`config.mk`:
```
export PLATFORM = sky130hd
export DESIGN_NAME = bus_timer
export DESIGN_NICKNAME = d
export VERILOG_FILES = /design/src/rtl/bus_timer_pkg.sv /design/src/rtl/bus_timer_lane_ctrl.sv /design/src/rtl/bus_timer.sv
export SDC_FILE = /design/constraint.sdc
export NUM_CORES = 1
export LEC_CHECK = 0
export CORE_MARGIN = 8
export CORE_UTILIZATION = 55
export DETAILED_ROUTE_END_ITERATION = 8
export PLACE_DENSITY = 0.79
export SYNTH_ARGS = -nofsm -noshare
export SYNTH_HDL_FRONTEND = slang
export SYNTH_SLANG_ARGS = --single-unit
```
`constraint.sdc`:
```
create_clock -name i_clk -period 4.85 [get_ports i_clk]
set_input_delay 0.7275 -clock i_clk [delete_from_list [all_inputs] [get_ports i_clk]]
set_output_delay 0.7275 -clock i_clk [all_outputs]
set_load 0.1 [all_outputs]
```
`src/rtl/bus_timer_pkg.sv`:
```
// bus_timer_pkg
//   Shared definitions for the load/store bus responders: access-size
//   encodings carried on HB, the timer register word indices and the CTRL
//   bit positions, plus a helper that yields the read-data mask for a size.
package bus_timer_pkg;

    // HB access-size encodings (2'b11 is reserved and always rejected)
    localparam logic [1:0] SZ_BYTE = 2'b00;
    localparam logic [1:0] SZ_HALF = 2'b01;
    localparam logic [1:0] SZ_WORD = 2'b10;

    // Timer register word indices (byte offset = index * 4)
    localparam int REG_CTRL     = 0;
    localparam int REG_STATUS   = 1;
    localparam int REG_COUNT    = 2;
    localparam int REG_COMPARE  = 3;
    localparam int REG_PRESCALE = 4;
    localparam int NUM_REGS     = 5;

    // CTRL bit indices
    localparam int CTRL_EN          = 0;
    localparam int CTRL_IRQ_EN      = 1;
    localparam int CTRL_AUTO_RELOAD = 2;
    localparam int CTRL_W           = 3;

    // Right-justified read data is zero-extended to the access size.
    function automatic logic [31:0] size_mask(input logic [1:0] hb);
        case (hb)
            SZ_BYTE: size_mask = 32'h0000_00FF;
            SZ_HALF: size_mask = 32'h0000_FFFF;
            SZ_WORD: size_mask = 32'hFFFF_FFFF;
            default: size_mask = 32'h0000_0000;
        endcase
    endfunction

endpackage

```
`src/rtl/bus_timer_lane_ctrl.sv`:
```
// bus_lane_ctrl
//   Combinational lane decoder for a bus responder. From the low address
//   bits, the access size and the strobes it derives the byte enables,
//   an error flag (reserved size, misalignment, read and write together)
//   and the bit shift that moves the addressed lane to/from bit 0.
//   Ports:
//     addr_lo  in  2  byte address bits [1:0]
//     hb       in  2  access size
//     we, re   in  1  write / read strobes
//     byte_en  out 4  lanes touched by the access
//     err      out 1  access must be rejected
//     rd_shift out 5  lane-to-bit-0 shift amount (addr_lo * 8)
import bus_timer_pkg::*;

module bus_lane_ctrl (
    input  logic [1:0] addr_lo,
    input  logic [1:0] hb,
    input  logic       we,
    input  logic       re,
    output logic [3:0] byte_en,
    output logic       err,
    output logic [4:0] rd_shift
);

    always_comb begin
        byte_en = 4'b0000;
        err     = 1'b0;
        case (hb)
            SZ_BYTE: byte_en = 4'b0001 << addr_lo;
            SZ_HALF: begin
                err     = addr_lo[0];
                byte_en = addr_lo[0] ? 4'b0000 : (4'b0011 << addr_lo);
            end
            SZ_WORD: begin
                err     = (addr_lo != 2'b00);
                byte_en = (addr_lo == 2'b00) ? 4'b1111 : 4'b0000;
            end
            default: err = 1'b1;
        endcase
        if (we && re) begin
            err = 1'b1;
        end
    end

    assign rd_shift = {addr_lo, 3'b000};

endmodule

```
`src/rtl/bus_timer.sv`:
```
// bus_timer
//   Memory-mapped timer on the core load/store bus. Byte/half/word accesses
//   hit a five-register file (CTRL, STATUS, COUNT, COMPARE, PRESCALE); every
//   accepted access is answered by a one-cycle o_ACK the following cycle,
//   qualified by o_ERR. A prescaled 32-bit up-counter compares against
//   COMPARE, sets the sticky MATCH flag and drives the o_IRQ level.
//   Ports:
//     i_clk, i_rst     clock (rising edge), asynchronous active-high reset
//     i_CS             slave select
//     i_ADDR [31:0]    byte address, only [OFFS_W-1:0] decoded
//     i_WDATA [31:0]   right-justified write data
//     i_WE, i_RE       write / read strobes
//     i_HB [1:0]       access size
//     o_RDATA [31:0]   right-justified, zero-extended read data
//     o_ACK, o_ERR     response pulse and its error qualifier
//     o_IRQ            interrupt level (MATCH & IRQ_EN)
import bus_timer_pkg::*;

module bus_timer #(
    parameter int          PRESCALE_W  = 16,
    parameter logic [31:0] COMPARE_RST = 32'hFFFF_FFFF,
    parameter int          OFFS_W      = 5
) (
    input  logic        i_clk,
    input  logic        i_rst,
    input  logic        i_CS,
    input  logic [31:0] i_ADDR,
    input  logic [31:0] i_WDATA,
    input  logic        i_WE,
    input  logic        i_RE,
    input  logic [1:0]  i_HB,
    output logic [31:0] o_RDATA,
    output logic        o_ACK,
    output logic        o_ERR,
    output logic        o_IRQ
);

    logic [CTRL_W-1:0]     ctrl_reg,     ctrl_next;
    logic                  match_reg,    match_next;
    logic [31:0]           count_reg,    count_next;
    logic [31:0]           compare_reg,  compare_next;
    logic [PRESCALE_W-1:0] prescale_reg, prescale_next;
    logic [PRESCALE_W-1:0] psc_cnt_reg,  psc_cnt_next;
    logic [31:0]           rdata_next;
    logic                  irq_next;

    logic                  acc, acc_err, wr_ok, rd_ok, tick, match_hit;
    logic [3:0]            byte_en;
    logic                  lane_err;
    logic [4:0]            rd_shift;
    logic [OFFS_W-3:0]     widx;
    logic [NUM_REGS-1:0]   sel;
    logic [31:0]           reg_rd, wdata_lane, merged;
    logic                  unused_addr;

    assign unused_addr = ^i_ADDR[31:OFFS_W];

    bus_lane_ctrl u_lane (
        .addr_lo  (i_ADDR[1:0]),
        .hb       (i_HB),
        .we       (i_WE),
        .re       (i_RE),
        .byte_en  (byte_en),
        .err      (lane_err),
        .rd_shift (rd_shift)
    );

    // One-hot register select from the word index inside the window
    assign widx = i_ADDR[OFFS_W-1:2];
    genvar gi;
    generate
        for (gi = 0; gi < NUM_REGS; gi++) begin : g_sel
            assign sel[gi] = (widx == (OFFS_W-2)'(gi));
        end
    endgenerate

    assign acc     = i_CS & (i_WE | i_RE);
    assign acc_err = lane_err | ~(|sel);
    assign wr_ok   = acc & i_WE & ~acc_err;
    assign rd_ok   = acc & i_RE & ~acc_err;

    // Full 32-bit view of the selected register; unimplemented bits read 0
    always_comb begin
        reg_rd = 32'h0;
        if (sel[REG_CTRL])     reg_rd = 32'(ctrl_reg);
        if (sel[REG_STATUS])   reg_rd = 32'(match_reg);
        if (sel[REG_COUNT])    reg_rd = count_reg;
        if (sel[REG_COMPARE])  reg_rd = compare_reg;
        if (sel[REG_PRESCALE]) reg_rd = 32'(prescale_reg);
    end

    // Steer narrow write data onto its lane and merge with the old value
    assign wdata_lane = i_WDATA << rd_shift;
    generate
        for (gi = 0; gi < 4; gi++) begin : g_merge
            assign merged[8*gi +: 8] = byte_en[gi] ? wdata_lane[8*gi +: 8]
                                                   : reg_rd[8*gi +: 8];
        end
    endgenerate

    // Prescaler; a PRESCALE write restarts the division from zero
    always_comb begin
        tick         = 1'b0;
        psc_cnt_next = psc_cnt_reg;
        if (ctrl_reg[CTRL_EN]) begin
            if (psc_cnt_reg == prescale_reg) begin
                psc_cnt_next = '0;
                tick         = 1'b1;
            end else begin
                psc_cnt_next = psc_cnt_reg + PRESCALE_W'(1);
            end
        end
        if (wr_ok && sel[REG_PRESCALE]) begin
            psc_cnt_next = '0;
        end
    end

    assign match_hit = tick & (count_reg == compare_reg);

    always_comb begin
        count_next    = count_reg;
        ctrl_next     = ctrl_reg;
        compare_next  = compare_reg;
        prescale_next = prescale_reg;
        match_next    = match_reg;

        if (tick) begin
            if (match_hit && ctrl_reg[CTRL_AUTO_RELOAD]) count_next = 32'h0;
            else                                          count_next = count_reg + 32'd1;
        end

        if (wr_ok) begin
            if (sel[REG_CTRL])     ctrl_next     = merged[CTRL_W-1:0];
            if (sel[REG_COUNT])    count_next    = merged;   // bus beats the tick
            if (sel[REG_COMPARE])  compare_next  = merged;
            if (sel[REG_PRESCALE]) prescale_next = merged[PRESCALE_W-1:0];
            // MATCH lives in lane 0, so only a lane-0 write can clear it
            if (sel[REG_STATUS] && byte_en[0] && wdata_lane[0]) match_next = 1'b0;
        end

        if (match_hit) begin
            match_next = 1'b1;   // a set outranks a same-cycle clear
        end
    end

    assign irq_next   = match_next & ctrl_next[CTRL_IRQ_EN];
    assign rdata_next = rd_ok ? ((reg_rd >> rd_shift) & size_mask(i_HB)) : 32'h0;

    always_ff @(posedge i_clk or posedge i_rst) begin
        if (i_rst) begin
            ctrl_reg     <= '0;
            match_reg    <= 1'b0;
            count_reg    <= 32'h0;
            compare_reg  <= COMPARE_RST;
            prescale_reg <= '0;
            psc_cnt_reg  <= '0;
            o_RDATA      <= 32'h0;
            o_ACK        <= 1'b0;
            o_ERR        <= 1'b0;
            o_IRQ        <= 1'b0;
        end else begin
            ctrl_reg     <= ctrl_next;
            match_reg    <= match_next;
            count_reg    <= count_next;
            compare_reg  <= compare_next;
            prescale_reg <= prescale_next;
            psc_cnt_reg  <= psc_cnt_next;
            o_RDATA      <= rdata_next;
            o_ACK        <= acc;
            o_ERR        <= acc & acc_err;
            o_IRQ        <= irq_next;
        end
    end

endmodule

```
==> impl_metrics.csv <==
group,metric,value,unit
clock_tree,cts_made_buffers,17,
placement,dp_slack,1040,ps
placement,port_buffers,78,
setup_path,cp_slowest_stage_delay,520,ps
route,dr.pass1.iters,6,
global_route,grt_max_degree,75,
global_route,grt_pass1_vias,7013,
sta,hold_viol,0,
sta,worst_pin_slew,1070,ps
power_and_ir_drop,peakVddDrop,0.000346,V
sta,clock_skew,7.30,ps
power_and_ir_drop,powerDensity,355,nW/um^2
synthesis,postSynthCellCount,917,
layout,nFillCells,1217,
global_route,grt-ovfl-total,0,
route,ant_nets,0,
layout,fin_util,0.648,
setup_path,required,5190,ps
clock_tree,h-tree-depth,4,
synthesis,synthesis.nets,994,
clock_tree,cts.sinks,135,
sta,final.setup.worst_slack,1400,ps
route,remaining_drc_errors,0,
synthesis,synthArstFlopShare,1.00,
floorplan,die_area,19300,um^2
route,routedWlPerCell,21.1,um
floorplan,initial_utilization,0.556,
layout,fin_cells,1161,
flow_run,drv_cap,0,
synthesis,synth_cell_type_count,63,
global_route,antenna_found_initial,1,
global_route,track_usage,0.257,
sta,fin_crit,3450,ps
synthesis,yosys.area.top_type,"dfrtp_1",
placement,dpl.cell_count,1129,
setup_path,start_kind,"primary input",
sta,setup_viol,0,
sta,relSlewSlack,0.285,
clock_tree,cts_tree,"done",
floorplan,boundaryPins,106,
synthesis,synth-main-ff-cell,"dfrtp_1",
setup_path,arrival,3780,ps
route,wl,24500,um
placement,hpwl,17900,um
floorplan,die_w,139,um
synthesis,synth_edf_count,0,
synthesis,ys_top_cells_by_area,"dfrtp_1 (31%), dfstp_2 (10%), xnor2_1 (6.1%), mux2i_1 (4.9%), o21ai_0 (4.9%)",
run_status,status,"completed",
synthesis,seq_area_frac_synth,0.410,
setup_path,cpMaxStageDelayCell,"clkdlybuf4s50_1",
route,vias,7286,
floorplan,coreArea,15000,um^2
layout,area_growth,16.5,%
route,avgViaCountPerCell,6.28,
setup_path,cp-end-kind,"flop",
setup_path,crit_chain,"clkdlybuf4s50_1 > inv_1 > ha_1 > or2_1 > a211o_1 > nor2_1 > nand3_2 > buf_4 > o21ai_0",
global_route,grt_first_pass_wirelength,39100,um
synthesis,syn-cell-area,8330,um^2
power_and_ir_drop,p_leak,3.84,nW
clock_tree,path_clk_slew,60,ps
synthesis,synth_warnings,0,
sta,grt_setup_unrepaired,"false",
sta,fmax,290,MHz
setup_path,path_class,"in2reg",
layout,diodes,0,
sta,finalSetupTns,0,ps
clock_tree,clock_latency,430,ps
sta,report.final.slew_viol_count,0,
clock_tree,cts_setup_buffers,0,
synthesis,synth_top_cell_area_share,0.309,
clock_tree,cts_resized,0,
sta,finalCritPeriodShare,0.711,
placement,routabilityCongestion,0.923,
min_path,hp-class,"reg2reg",
setup_path,critPathMaxFanout,33,
setup_path,rr_startpoint,"count_reg[28]",
min_path,hp-start,"match_reg",
clock_tree,clk_path_buf_depth,2,
synthesis,synth_seq_cells,135,
layout,fin_nets,1037,
clock_tree,cts.hold.buffers_added,0,
clock_tree,cts_root_buf,"clkbuf_16",
layout,drive_gt1_frac,0.144,
floorplan,rows,45,
route,drtIter0Drc,847,
synthesis,avgSynthCellArea,9.09,um^2
floorplan,dieHeight,139,um
setup_path,crit_start,"i_HB[0]",
==> cell usage after synthesis (15+ instances only) <==
| library cell | number |
|---|---|
| mux2_2 | 29 |
| nand4_1 | 24 |
| a21oi_1 | 44 |
| nand2_1 | 92 |
| nor3_1 | 35 |
| o22ai_1 | 20 |
| dfstp_2 | 32 |
| a22oi_1 | 15 |
| xor2_1 | 23 |
| clkbuf_1 | 37 |
| xnor2_1 | 58 |
| o21ai_0 | 81 |
| mux2i_1 | 41 |
| a211oi_1 | 16 |
| nand3_1 | 19 |
| dfrtp_1 | 103 |
| nor2_1 | 98 |
==> final timing paths <==
check / endpoint / slack [ps] / cells after the start
max: compare_reg[10] / 1400 / 9
min: match_reg / 490 / 2
max reg2reg: count_reg[31] / 1790 / 7
min reg2reg: match_reg / 490 / 2
max in group asynchronous: compare_reg[4] / 2990 / 3
min in group asynchronous: o_RDATA[10] / 810 / 2
==> cell usage in the layout (no fill, tap or decap), types with 18 or more instances in the layout <==
cell type and n:
xnor2_1 58, dfrtp_1 103, clkdlybuf4s50_1 75, nor2_1 98
a21oi_1 44, nand3_1 18, o22ai_1 20, nor3_1 35
xor2_1 23, mux2i_1 41, nand4_1 24, o21ai_0 81
nand2_1 92, dfstp_2 32, mux2_2 29
==> cells by family after synthesis <==
| family | after synthesis | synth area share |
|---|---|---|
| AND/OR/NAND/NOR | 326 | 0.196 |
| AO/OA/AOI/OAI | 215 | 0.159 |
| flip-flops | 135 | 0.410 |
| buffers and inverters | 83 | 0.0495 |
| XOR/XNOR | 81 | 0.0851 |
| multiplexers | 71 | 0.0911 |
| adder cells (fa/ha/maj) | 6 | 0.00901 |
==> metrics by stage <==
stage,cell area [um^2],hold slack [ps],total power (W)
floorplan,8330,451,0.00189
global placement,9100,465,0.00209
detailed placement,9100,474,0.00211
CTS,9710,487,0.00343
global route,9710,511,0.00358
finish,9710,485,0.00345
==> report_power, final <==
| part | internal (W) | switching [W] | total, W | leakage (nW) |
|---|---|---|---|---|
| Combinational | 0.000280 | 0.000504 | 0.000783 | 1.83 |
| Sequential | 0.00121 | 0.000125 | 0.00134 | 1.72 |
| Clock | 0.000829 | 0.000498 | 0.00133 | 0.291 |
| Total | 0.00232 | 0.00113 | 0.00345 | 3.84 |
==> layout make-up <==
class	instances	area, um^2	share of cell area
clock buffer	19	453	0.0467
inverter	12	47.5	0.00490
tap	188	235	0.0242
clock inverter	13	154	0.0159
timing repair buffer	95	893	0.0920
sequential	135	3420	0.352
multi-input combinational	699	4510	0.464
==> critical path: cells and delay by family <==
family | cells | cell delay [ps]
and+or+nand+nor | 3 | 1090
buffers and inverters | 3 | 1070
adders and majority gates | 1 | 260
AOI/OAI and AO/OA | 2 | 620
==> layer usage <==
| metal | GRT usage | part of all wire | wire (um) | vias up |
|---|---|---|---|---|
| met5 | 0 | 0 | 0 | - |
| met4 | 0.116 | 0.041 | 1020 | 0 |
| met3 | 0.0730 | 0.094 | 2310 | 79 |
| met2 | 0.393 | 0.45 | 11200 | 385 |
| met1 | 0.334 | 0.41 | 10100 | 3461 |
| li1 | - | - | - | 3361 |
No activity file was read; power rests on OpenSTA's default activity.
